File: config.mk
export PLATFORM = sky130hd
export DESIGN_NAME = lift_row_seq
export DESIGN_NICKNAME = d
export VERILOG_FILES = /design/src/rtl/lift_row_seq.sv
export SDC_FILE = /design/constraint.sdc
export NUM_CORES = 1
export LEC_CHECK = 0
export ABC_AREA = 1
export CAP_MARGIN = 10
export CORE_MARGIN = 1.5
export CORE_UTILIZATION = 45
export DETAILED_ROUTE_END_ITERATION = 8
export DONT_BUFFER_PORTS = 1
export PLACE_DENSITY = 0.63
export SYNTH_ARGS = -nofsm -noshare
export SYNTH_HDL_FRONTEND = slang
export SYNTH_SLANG_ARGS = --single-unit
File: constraint.sdc
create_clock -name clk_i -period 7.75 [get_ports clk_i]
set_input_delay 1.9375 -clock clk_i [delete_from_list [all_inputs] [get_ports clk_i]]
set_output_delay 1.9375 -clock clk_i [all_outputs]
set_load 0.01 [all_outputs]
File: src/rtl/lift_row_seq.sv
// -----------------------------------------------------------------------------
// lift_row_seq
// Row sequencer for a 5/3 lifting wavelet. A full row of samples is buffered,
// then two in-place lifting passes are issued to an external lift_step unit
// (one operand triple at a time). The finished coefficients are then streamed
// out in interleaved order (even = low-pass, odd = high-pass).
//
// Ports
//   clk_i, rst_i                  clock, synchronous active-high reset
//   inv_i                         0 = forward 5/3, 1 = inverse (latched at row start)
//   pix_i, pix_hi_i               sample byte, and coefficient MSB (inverse only)
//   pix_valid_i / pix_ready_o     input handshake
//   left_o, sam_o, right_o        lift_step operands x[i-1], x[i], x[i+1]
//   flags_o                       lift_step op: 7 fwd predict, 5 fwd update,
//                                 4 inv update, 6 inv predict
//   update_o                      one-cycle issue strobe to lift_step
//   res_i, res_valid_i            lift_step result and its strobe
//   coef_o, coef_valid_o / coef_ready_i   output coefficient handshake
//   busy_o                        high whenever a row is in flight
// -----------------------------------------------------------------------------
module lift_row_seq #(
  parameter int ROW_LEN = 16,  // samples per row; even, >= 4
  parameter int RES_W   = 9    // signed coefficient width
) (
  input  logic             clk_i,
  input  logic             rst_i,
  input  logic             inv_i,
  input  logic [7:0]       pix_i,
  input  logic             pix_hi_i,
  input  logic             pix_valid_i,
  output logic             pix_ready_o,
  output logic [RES_W-1:0] left_o,
  output logic [RES_W-1:0] sam_o,
  output logic [RES_W-1:0] right_o,
  output logic [3:0]       flags_o,
  output logic             update_o,
  input  logic [RES_W-1:0] res_i,
  input  logic             res_valid_i,
  output logic [RES_W-1:0] coef_o,
  output logic             coef_valid_o,
  input  logic             coef_ready_i,
  output logic             busy_o
);

  localparam int IDX_W = $clog2(ROW_LEN);
  localparam logic [IDX_W-1:0] LAST_IDX = IDX_W'(ROW_LEN - 1);
  localparam logic [IDX_W-1:0] PEN_IDX  = IDX_W'(ROW_LEN - 2);

  typedef enum logic [2:0] {
    IDLE, LOAD, S1_ISSUE, S1_WAIT, S2_ISSUE, S2_WAIT, DRAIN
  } state_e;

  state_e           state_q, state_d;
  logic             inv_q, inv_d;
  // One index serves as load pointer, lifting position and drain pointer.
  logic [IDX_W-1:0] idx_q, idx_d;

  logic [RES_W-1:0] row_q [ROW_LEN];
  logic             wr_en;
  logic [RES_W-1:0] wr_data;

  logic [IDX_W-1:0] left_idx, right_idx;
  logic [RES_W-1:0] load_sample;
  logic             pass2;
  logic [3:0]       op_flags;

  // Symmetric extension at the row edges: x[-1] -> x[1], x[N] -> x[N-2].
  assign left_idx  = (idx_q == '0)      ? IDX_W'(1) : idx_q - IDX_W'(1);
  assign right_idx = (idx_q == LAST_IDX) ? PEN_IDX  : idx_q + IDX_W'(1);

  // Forward samples are unsigned pixels; inverse samples are signed 9-bit
  // coefficients split across pix_hi_i/pix_i.
  assign load_sample = inv_q ? RES_W'($signed({pix_hi_i, pix_i}))
                             : RES_W'(pix_i);

  assign pass2    = (state_q == S2_ISSUE) || (state_q == S2_WAIT);
  // Forward: predict (odd) then update (even). Inverse runs the reverse order.
  assign op_flags = pass2 ? (inv_q ? 4'd6 : 4'd5)
                          : (inv_q ? 4'd4 : 4'd7);

  // NOTE: state registers use non-blocking assignments so every flop samples
  // the pre-edge values of its neighbours, exactly like the hardware.
  always_ff @(posedge clk_i) begin
    if (rst_i) begin
      state_q <= IDLE;
      inv_q   <= 1'b0;
      idx_q   <= '0;
    end else begin
      state_q <= state_d;
      inv_q   <= inv_d;
      idx_q   <= idx_d;
    end
  end

  // NOTE: the row buffer has no reset; every entry is rewritten by LOAD before
  // it is read, so clearing it would only cost reset fan-out. Writes are still
  // blocked while rst_i is high so reset wins over a same-cycle result.
  always_ff @(posedge clk_i) begin
    if (wr_en && !rst_i) begin
      row_q[idx_q] <= wr_data;
    end
  end

  // NOTE: every output of this block gets a default first, so no path leaves a
  // signal unassigned and no latch is inferred.
  always_comb begin
    state_d      = state_q;
    inv_d        = inv_q;
    idx_d        = idx_q;
    wr_en        = 1'b0;
    wr_data      = load_sample;
    pix_ready_o  = 1'b0;
    update_o     = 1'b0;
    coef_valid_o = 1'b0;
    coef_o       = '0;
    busy_o       = 1'b1;
    flags_o      = '0;
    left_o       = '0;
    sam_o        = '0;
    right_o      = '0;

    unique case (state_q)
      IDLE: begin
        busy_o = 1'b0;
        // The first sample only opens the row; it is taken in LOAD.
        if (pix_valid_i) begin
          inv_d   = inv_i;
          idx_d   = '0;
          state_d = LOAD;
        end
      end

      LOAD: begin
        pix_ready_o = 1'b1;
        if (pix_valid_i) begin
          wr_en = 1'b1;
          if (idx_q == LAST_IDX) begin
            idx_d   = inv_q ? '0 : IDX_W'(1);
            state_d = S1_ISSUE;
          end else begin
            idx_d = idx_q + IDX_W'(1);
          end
        end
      end

      S1_ISSUE, S2_ISSUE: begin
        update_o = 1'b1;
        flags_o  = op_flags;
        left_o   = row_q[left_idx];
        sam_o    = row_q[idx_q];
        right_o  = row_q[right_idx];
        state_d  = pass2 ? S2_WAIT : S1_WAIT;
      end

      S1_WAIT, S2_WAIT: begin
        // Operands come straight from the buffer, which cannot change until
        // the result lands, so they stay stable for the whole wait.
        flags_o = op_flags;
        left_o  = row_q[left_idx];
        sam_o   = row_q[idx_q];
        right_o = row_q[right_idx];
        if (res_valid_i) begin
          wr_en   = 1'b1;
          wr_data = res_i;
          if (idx_q < PEN_IDX) begin
            idx_d   = idx_q + IDX_W'(2);
            state_d = pass2 ? S2_ISSUE : S1_ISSUE;
          end else if (!pass2) begin
            idx_d   = inv_q ? IDX_W'(1) : '0;
            state_d = S2_ISSUE;
          end else begin
            idx_d   = '0;
            state_d = DRAIN;
          end
        end
      end

      DRAIN: begin
        coef_valid_o = 1'b1;
        coef_o       = row_q[idx_q];
        if (coef_ready_i) begin
          if (idx_q == LAST_IDX) begin
            idx_d   = '0;
            state_d = IDLE;
          end else begin
            idx_d = idx_q + IDX_W'(1);
          end
        end
      end

      default: state_d = IDLE;
    endcase
  end

endmodule

After elaboration in Yosys (flattened, before gate mapping). Memory sizes are Yosys's and may differ from the RTL's. A register that Yosys moved wholly into a read port is not among the register bits. Cells that the tools add are included.

Bits in writable memories: 144. Bits of input ports: 24. Memory bits (read-only): 0. Bits in latches: 0. Memories kept: 1. Output and inout port bits: 44. Bits in registers: 8.

Equality and inequality tests: 13. Div/mod/pow operators: 0. Order comparisons: 1. Reduce and logical (&&, ||, !) cells: 12. Bitwise logic cells: 0. Muxes and demuxes: 46. Shift-type cells: 0. Multiply operators: 0. Add/sub/neg operators: 3.

Memories: row_q (depth 16, bits a word 9, read ports 3, clocked after Yosys merged registers in 1, write ports 1, RTL line 58) `logic [RES_W-1:0] row_q [ROW_LEN];`.

Operators with widths (number): $mux W9 (7); $mux W4 (11); $mux W3 (10); $pmux W4 S4 (1); $pmux W3 S5 (1); $ne A2 B2 Y1 const B (6); $mux W1 (11); $eq A3 B3 Y1 const B (3); $mux W2 (4); $eq A3 B2 Y1 const B (2); $reduce_and A6 Y1 (1); $reduce_and A5 Y1 (1); $add A4 B1 Y4 const B (1); $add A4 B2 Y4 const B (1); $eq A4 B4 Y1 const B (1); $logic_not A4 Y1 (1); $lt A4 B4 Y1 const B (1); $reduce_bool A4 Y1 (1); $reduce_or A2 Y1 (2); $reduce_or A4 Y1 (1); $sub A4 B1 Y4 const B (1); $eq A3 B1 Y1 const B (1); $logic_not A3 Y1 (1); $pmux W1 S2 (1); other kinds (4) (4).

Logic depth before layout (Yosys ltp). Gate-level depths: netlist (run 1).

Word-level depth: 8. Mapped depth: 15. Depth with buffers taken out: 11.

Worst setup path after synthesis (run 1). Ideal clock, no wire load.

Path kind: register -> output. From: register idx_q[0]. To: output port right_o[7]. Arrival time: 2179 ps. Path slack: 3633 ps. Path buffers: 4. Required time: 5812 ps. Cell stages (with the launch flop): 15. Path through: dfxtp_1 > buf_6 > inv_2 > buf_4 > buf_2 > ha_1 > clkinv_1 > nand2_4 > buf_4 > nor2_1 > o21ai_1 > nand2_1 > a21oi_1 > nor2_1 > nor2_1.

Word-level cells in the longest chain between the ends: 4. Elaborated cells between the ends (all ways): 5. Those cells by class: add/sub (1); eq/ne (1); mux (2); memory (1).

RTL lines: from (decl) (RTL line 56) `logic [IDX_W-1:0] idx_q, idx_d;`; from (signal assigned) (RTL line 91) `idx_q <= idx_d;`; $add A4 B1 Y4 / $eq A4 B4 Y1 (equally long branches) (RTL line 69) `assign right_idx = (idx_q == LAST_IDX) ? PEN_IDX : idx_q + IDX_W'(1);`; $mux W4 (*) (RTL line 69); $mem_v2 Z16 W9 (*); $mux W9 (*); to (decl) (RTL line 34) `output logic [RES_W-1:0] right_o,`.

Every way passes the cells marked *; elsewhere a longest branch is shown, timed or not.

Worst setup path in the final report (run 1).
From: register idx_q[0]. To: output port right_o[3].

The elaborated chain is that of the path after synthesis.

==> impl_metrics.yaml, run 1 <==
floorplan:
  die_area_sq_mm: 0.0240
  rows: 55
  initial_core_util: 0.459
  io_pins: 68
  fp.dieH_um: 155
  die_w_um: 155
  coreArea_sq_mm: 0.0226
critical_path:
  worstSetupEndpointType: "output port"
  cp-start-kind: "register"
  critPathMaxFanout: 54
  path_cells: "ha_1, nand3_4, nand2_4, inv_2, nand2_1, nand3_1, a21oi_1, nor2_1, nor2_1"
  crit_slowest_cell: "nand2_4"
  cp_common_cell: "nor2_1"
  rrSetupSlack_ns: 4.62
  critical_path_class: "register to output port"
  critPathMaxStageDelay_ns: 0.73
  required_ns: 5.81
  cp.arrival_ns: 3.75
grt:
  grt_pass1_wl_um: 53000
  antenna_found_initial: 0
  grt_overflow: 0
  grt_usage: 0.296
  grt_start_max_net_pins: 74
  grt_pass1_vias: 8884
synth:
  ys_warn_count: 0
  yosysSeqAreaShare: 0.440
  yosysUniqueCellTypes: 37
  ys_seq_elements: 156
  synth-edff-count: 144
  ys.flop_type: "edfxtp_1"
  synth_cells: 1367
  synthesis.area_sq_mm: 0.0104
  syn_nets: 1406
  synthArstFlopShare: 0
  postSynthAreaPerCell_sq_um: 7.60
cts:
  htreeDepth: 4
  clk_latency_ns: 0.43
  cts_tree: "done"
  holdBufCountCts: 0
  path_clk_slew_ns: 0.07
  cts_inserted_buffers: 17
  cts.repair.resized: 0
  max-clock-path-buffers: 2
  cts_setup_buffers: 0
  cts-root-buf: "clkbuf_16"
  cts.sinks: 156
placement:
  dp.cells: 1581
  globalplace.congestion: 0.913
  dpl_cell_area_sq_mm: 0.0103
  dp_hpwl_um: 21500
  port_buffers: 0
timing:
  fmax_mhz: 176
  worstMarginPinSlew_ns: 1.17
  maxSlewHeadroom: 0.214
  finalHoldViolCount: 0
  grt_setup_unrepaired: "false"
  min_period_ns: 5.68
  min_period_over_period: 0.733
  finalClockSkew_ns: 0.0172
  drv_slew: 0
  setup_tns_ns: 0
  setup_viol: 0
drt:
  drtIter0Drc: 1271
  routed_wirelength_um: 34600
  drc: 0
  via_count: 9509
  postRouteAntennaNets: 0
  wire_per_inst_um: 21.4
  vias_per_cell: 5.90
  dr.pass1.iters: 5
run:
  drv_cap: 0
finish:
  area_growth_pct: 4.43
  n_antenna_cell: 0
  nets: 1355
  drive_above_1_share: 0.0693
  layout.cells.non_filler: 1613
  design_area_sq_mm: 0.0108
pwr:
  power_density_mw_per_mm2: 217
  vdd_drop_max_v: 0.000145
  leakage_nw: 4.59
worst_hold_path:
  hp-class: "register to register"
outcome:
  status: "completed"
-- registers in the layout, indices dropped and copies added, names as in the netlist, named ones only --
name / flops
row_q: 144
idx_q: 4
state_q: 3
inv_q: 1
-- cells by family (layout without fill, tap and decap cells) --
kind of cell    Yosys count  in the layout  synth area share
compound gates          203            203             0.108
mux                       8              8           0.00868
buf+inv                 235            196             0.107
simple gates            748            748             0.317
flops                   156            156             0.440
other cells               1              1          0.000361
fa+ha+maj                15             15            0.0181
xor+xnor                  1              1           0.00157
-- synth_stat cells (5+ instances only) --
cell type / instances / share of area
nor2_1: 106 / 0.038
inv_2: 10 / 0.0036
nand2_1: 364 / 0.13
mux2_2: 8 / 0.0087
nand2_4: 5 / 0.0054
edfxtp_1: 144 / 0.42
buf_4: 21 / 0.015
buf_6: 14 / 0.015
clkbuf_1: 20 / 0.0072
nand2_2: 5 / 0.0030
inv_1: 133 / 0.048
a21oi_1: 72 / 0.035
nor3_1: 5 / 0.0024
o21ai_0: 77 / 0.037
nand3_1: 251 / 0.12
o211ai_1: 41 / 0.030
dfxtp_1: 12 / 0.023
o21ai_1: 11 / 0.0053
buf_2: 26 / 0.013
ha_1: 15 / 0.018
-- power breakdown --
group / total, mW / switching, mW / internal [mW] / leakage [nW]
logic: 0.654 / 0.479 / 0.175 / 2.94
registers: 0.953 / 0.0223 / 0.930 / 1.40
clock network: 0.752 / 0.349 / 0.403 / 0.250
-- layout by cell type (no fill, tap or decap), types with 8 or more instances in the layout --
cell type    n
o21ai_0     77
nand3_1    251
o211ai_1    41
buf_4       15
o21ai_1     11
edfxtp_1   144
clkbuf_16   17
nand2_1    364
inv_1      133
dfxtp_1      9
nor2_1     104
a21oi_1     72
inv_2       10
mux2_2       8
ha_1        15
-- cell type report --
class	count	area, sq um
Tap cell	285	357
Inverter	149	566
Sequential cell	156	4570
Clock inverter	13	78.8
Multi-Input combinational cell	976	4720
Fill cell	2204	11800
Clock buffer	18	429
Timing Repair Buffer	16	124
-- through the flow --
| stage | hold slack [ns] | setup WS (ns) | util | power [mW] |
|---|---|---|---|---|
| 2_1_floorplan | 0.482 | 3.63 | - | 1.46 |
| 3_3_place_gp | 0.503 | 2.68 | 0.456 | 1.60 |
| 3_5_place_dp | 0.513 | 2.61 | 0.456 | 1.61 |
| 4_1_cts | 0.522 | 2.14 | 0.479 | 2.35 |
| 5_1_grt | 0.557 | 1.85 | 0.479 | 2.47 |
| 6_report | 0.517 | 2.07 | 0.479 | 2.36 |
-- critical path: cells and delay by family (launching register included) --
| family | cells | cell delay [ns] |
|---|---|---|
| simple gates | 6 | 1.78 |
| flops | 1 | 0.50 |
| buf+inv | 1 | 0.49 |
| fa+ha+maj | 1 | 0.34 |
| compound gates | 1 | 0.18 |
-- metal layers --
metal / wire, um / up-vias / global-route usage / share of wire
met3: 4160 / 75 / 0.0813 / 0.12
met2: 15300 / 556 / 0.450 / 0.44
met5: 0 / - / 0 / 0
met4: 1030 / 0 / 0.111 / 0.030
li1: - / 4465 / - / -
met1: 14100 / 4413 / 0.404 / 0.41
-- worst paths after layout --
check                                             start                       to  depth (start not counted)
worst max register to register    idx_q[0]$_SDFFE_PP0N_    idx_q[0]$_SDFFE_PP0N_                          8
worst min register to register  state_q[1]$_SDFFE_PP0P_  state_q[1]$_SDFFE_PP0P_                          2
worst min-delay path            state_q[1]$_SDFFE_PP0P_  state_q[1]$_SDFFE_PP0P_                          2
worst max-delay path              idx_q[0]$_SDFFE_PP0N_               right_o[3]                          9
(Power assumes the default switching activity.)
==> run 2, diff against run 1 <==
ABC_AREA = 0   (was 1)
clock period = 5.5 ns   (was 7.75 ns; I/O delays follow)
==> impl_metrics.yaml, run 2 <==
synth:
  synth_common_cells: "edfxtp_1 (144), nand2_1 (119), mux2i_1 (59), mux4_2 (48), nor2_1 (42)"
  synth-edff-count: 144
  synth_most_common_cell: "edfxtp_1"
  ys.flop_type: "edfxtp_1"
  postSynthAreaPerCell_sq_um: 11.5
  synthArstFlopShare: 0
  ys_warn_count: 0
  synthesis.area_sq_mm: 0.00989
  synth.area.top_cells: "edfxtp_1 (44%), mux4_2 (11%), mux2i_1 (6.0%)"
  ys_seq_elements: 156
  yosys.area.top_type_share: 0.437
  syn_nets: 897
  synth_cells: 858
  yosysUniqueCellTypes: 74
  synth_top_area_cell: "edfxtp_1"
  yosysSeqAreaShare: 0.462
critical_path:
  cp_common_cell: "o211ai_1"
  cp.arrival_ns: 3.59
  worstSetupEndpointType: "output port"
  rr_worst_depth: 5
  cp-start-kind: "register"
  critPathMaxFanout: 11
  crit_slowest_cell: "a21oi_1"
  r2r_start: "state_q[0]$_SDFFE_PP0P_"
  critPathBufInv: 1
  cp_top_family: "compound AO/OA/AOI/OAI gates"
  path_cells: "inv_1, ha_1, nor2b_1, o211ai_1, a21oi_1, o211ai_1, o211ai_1"
  reg2reg_to: "row_q[1][7]$_DFFE_PP_"
  required_ns: 4.12
  cp-startpoint: "idx_q[1]$_SDFFE_PP0N_"
  critPathMaxStageDelay_ns: 0.89
  rrSetupSlack_ns: 2.21
  critical_path_class: "register to output port"
finish:
  layout.cells.non_filler: 1138
  nets: 884
  final_common_cell: "edfxtp_1"
  n_antenna_cell: 0
  mostFrequentLayoutCells: "edfxtp_1 (144), nand2_1 (119), mux2i_1 (59), mux4_2 (48), a21oi_1 (41)"
  largest-register: "row_q"
  drive_above_1_share: 0.196
  largest_reg_flops: 144
  nFillCells: 1886
  reg_top3: "row_q: 144 flops, idx_q: 4 flops, state_q: 3 flops"
  area_growth_pct: 9.24
cts:
  clk_latency_ns: 0.44
  cts-root-buf: "clkbuf_16"
  cts_inserted_buffers: 17
  cts.sinks: 156
  htreeDepth: 4
  holdBufCountCts: 0
  max-clock-path-buffers: 2
  cts.repair.resized: 0
  cts_setup_buffers: 0
  cts_tree: "done"
  path_clk_slew_ns: 0.06
floorplan:
  die_area_sq_mm: 0.0229
  fp.dieH_um: 151
  rows: 54
  coreArea_sq_mm: 0.0217
  initial_core_util: 0.456
  die_w_um: 151
  io_pins: 68
drt:
  routed_wirelength_um: 32000
  vias_per_cell: 6.81
  postRouteAntennaNets: 0
  via_count: 7746
  drtIter0Drc: 1054
  dr.pass1.iters: 5
  wire_per_inst_um: 28.2
  drc: 0
worst_hold_path:
  whs_path_depth: 2
  hold_start: "idx_q[1]$_SDFFE_PP0N_"
  hp-class: "register to register"
grt:
  antenna_found_initial: 0
  grt_start_max_net_pins: 65
  grt_pass1_vias: 7409
  grt_util_met1: 0.376
  grt.met2_usage: 0.454
  grt_overflow: 0
  grt_usage: 0.291
  use_met3: 0.0636
  grt-busiest-layer: "met2"
  grt_pass1_wl_um: 47400
timing:
  finalClockSkew_ns: 0.0109
  setup_viol: 0
  worstMarginPinSlew_ns: 1.14
  min_period_over_period: 0.903
  fmax_mhz: 201
  min_period_ns: 4.96
  grt_setup_unrepaired: "false"
  drv_slew: 0
  maxSlewHeadroom: 0.238
  setup_tns_ns: 0
  finalHoldViolCount: 0
run:
  drv_cap: 0
outcome:
  status: "completed"
pwr:
  total_power_mw: 3.13
  power_density_mw_per_mm2: 290
  leakage_nw: 3.36
  vdd_drop_max_v: 0.000228
placement:
  dp_hpwl_um: 22000
  dp.cells: 1106
  port_buffers: 0
  globalplace.congestion: 0.918
## run 2: layout make-up
cell class,count,area [sq um],share of cell area
flip-flops and latches,156,4570,0.423
inverters,13,48.8,0.00452
multi-input cells,622,4930,0.457
well taps,280,350,0.0324
clock buffers,17,425,0.0394
repair buffers,35,288,0.0266
clock inverters,15,186,0.0173
## run 2: routing by layer
layer | part of all wire | vias to the layer above
met5 | 0 | -
met4 | 0.058 | 0
met3 | 0.099 | 100
met2 | 0.46 | 528
met1 | 0.38 | 3794
li1 | - | 3324
## run 2: cells by family (layout without fill, tap and decap cells)
group	after synthesis	after routing	synth area share
adder cells (fa/ha/maj)	16	16	0.0200
XOR/XNOR	3	3	0.00342
buffers and inverters	80	80	0.0415
multiplexers	132	132	0.198
AO/OA/AOI/OAI	207	207	0.152
AND/OR/NAND/NOR	263	263	0.123
flip-flops	156	156	0.462
other	1	1	0.000379
## run 2: worst reg2reg max path, stage by stage, from the launching register on
cell	delay, ns
dfxtp_1	0.67
inv_1	0.24
nor3_1	0.73
nand2_1	0.29
nor3_1	0.74
buf_4	0.32
## run 2: worst max-delay path by stage
stage,to,slack [ns],depth (start not counted)
after global routing,left_o[7],0.23,7
after CTS,left_o[0],0.57,7
after floorplan,left_o[6],1.75,10
after detailed placement,left_o[0],1.05,7
after global placement,left_o[0],1.21,7
final,left_o[7],0.54,7
## run 2: where the power goes
group / leakage, nW / total, mW / switching (mW) / internal, mW
registers: 1.40 / 1.35 / 0.0392 / 1.31
logic: 1.66 / 0.540 / 0.345 / 0.194
clock network: 0.298 / 1.24 / 0.519 / 0.724
## run 2: stage by stage
stage	cell area (sq um)	worst slack (ns)	utilization	hold slack, ns
global route	10800	0.233	0.498	0.670
global placement	10200	1.21	0.470	0.612
floorplan	9890	1.75	-	0.568
detailed placement	10200	1.05	0.470	0.611
finish	10800	0.535	0.498	0.640
CTS	10800	0.567	0.498	0.624
==> run 3, diff against run 2 <==
PLACE_DENSITY = 0.67   (was 0.63)
==> impl_metrics.yaml, run 3 (synthesized netlist as in run 2, its figures left out) <==
drt:
  postRouteAntennaNets: 0
  drtIter0Drc: 1162
  met2_length_um: 14500
  vias_per_cell: 6.85
  drc: 0
  dr.max_layer_used: "met4"
  wire_per_inst_um: 28.2
  dr.pass1.iters: 8
  wl_met1_um: 12600
  routed_wirelength_um: 32000
  wl_met3_um: 3210
  via_count: 7764
floorplan:
  die_w_um: 151
  coreArea_sq_mm: 0.0217
  die_area_sq_mm: 0.0229
  initial_core_util: 0.456
  rows: 54
  fp.dieH_um: 151
  io_pins: 68
pwr:
  vdd_drop_max_v: 0.000180
  power_density_mw_per_mm2: 280
  total_power_mw: 2.99
  leakage_nw: 3.30
critical_path:
  worstSetupEndpointType: "output port"
  cp-start-kind: "register"
  crit_slowest_cell: "a21oi_1"
  path_cells: "inv_1, ha_1, nor2b_1, o211ai_1, a21oi_1, o211ai_1, o211ai_1"
  rr_worst_depth: 5
  critPathMaxStageDelay_ns: 0.74
  critPathMaxFanout: 18
  required_ns: 4.12
  critical_path_class: "register to output port"
  cp_common_cell: "o211ai_1"
  cp.arrival_ns: 3.83
grt:
  grt_start_max_net_pins: 44
  grt_pass1_wl_um: 46900
  grt_usage: 0.285
  grt_overflow: 0
  antenna_found_initial: 0
  grt_pass1_vias: 7191
outcome:
  status: "completed"
placement:
  globalplace.congestion: 0.944
  port_buffers: 0
  dp_hpwl_um: 22300
cts:
  cts.repair.resized: 0
  holdBufCountCts: 0
  path_clk_slew_ns: 0.07
  cts_tree: "done"
  htreeDepth: 4
  cts-root-buf: "clkbuf_16"
  cts_inserted_buffers: 17
  cts.sinks: 156
  cts_setup_buffers: 0
  clk_latency_ns: 0.44
  max-clock-path-buffers: 2
worst_hold_path:
  hp-class: "register to register"
  whs_path_depth: 2
timing:
  finalClockSkew_ns: 0.0130
  fmax_mhz: 192
  setup_tns_ns: 0
  finalHoldViolCount: 0
  drv_slew: 0
  min_period_over_period: 0.946
  grt_setup_unrepaired: "false"
  maxSlewHeadroom: 0.272
  min_period_ns: 5.20
  setup_viol: 0
  worstMarginPinSlew_ns: 1.09
finish:
  largest-register: "row_q"
  drive_above_1_share: 0.184
  largest_reg_flops: 144
  n_antenna_cell: 0
  final_common_cell: "edfxtp_1"
  nets: 880
  reg_top3: "row_q: 144 flops, idx_q: 4 flops, state_q: 3 flops"
  mostFrequentLayoutCells: "edfxtp_1 (144), nand2_1 (119), mux2i_1 (59), mux4_2 (48)"
  area_growth_pct: 7.87
run:
  drv_cap: 0
-- run 3: cell types whose count changed in the layout (fill, tap and decap cells not counted), moves of 2 or more --
cell	delta
nor2_1	+3
nor2_2	-3
buf_12	-2
buf_4	-2
bufinv_16	-2
clkbuf_1	+2
clkinv_1	+2
inv_8	-2
-- run 3: layer usage --
layer,track usage,vias up
met1,0.383,3830
met3,0.0657,87
met4,0.133,0
met2,0.438,529
li1,-,3318
met5,0,-
-- run 3: path summary, 6_finish.rpt --
check                          start                    end  slack [ns]
max            idx_q[1]$_SDFFE_PP0N_              left_o[8]        0.30
min            idx_q[1]$_SDFFE_PP0N_               register        0.67
max reg2reg  state_q[0]$_SDFFE_PP0P_  row_q[0][7]$_DFFE_PP_        2.18
min reg2reg    idx_q[1]$_SDFFE_PP0N_               register        0.67
-- run 3: critical path, delay by kind of cell (launching register included) --
family,cells,cell delay (ns)
fa+ha+maj,1,0.61
compound gates,4,1.49
buf+inv,1,0.20
simple gates,1,0.68
flops,1,0.41
-- run 3: power breakdown --
part	leakage, nW	switching (mW)	internal [mW]
clock	0.264	0.498	0.625
sequential	1.40	0.0428	1.31
combinational	1.64	0.331	0.182
-- run 3: area by class of cell --
class / count / area (sq um)
Fill cell: 1933 / 11000
Multi-Input combinational cell: 622 / 4910
Sequential cell: 156 / 4570
Clock buffer: 19 / 433
Tap cell: 280 / 350
Timing Repair Buffer: 31 / 233
Clock inverter: 13 / 115
Inverter: 13 / 48.8
-- run 3: metrics by stage --
stage / hold slack [ns] / cell area, sq um / setup WS (ns) / instances / util
2_1_floorplan: 0.568 / 9890 / 1.75 / 858 / -
3_3_place_gp: 0.628 / 10100 / 0.970 / 1102 / 0.466
3_5_place_dp: 0.643 / 10100 / 0.872 / 1102 / 0.466
4_1_cts: 0.650 / 10700 / 0.401 / 1134 / 0.492
5_1_grt: 0.690 / 10700 / 0.139 / 1134 / 0.492
6_report: 0.670 / 10700 / 0.297 / 1134 / 0.492
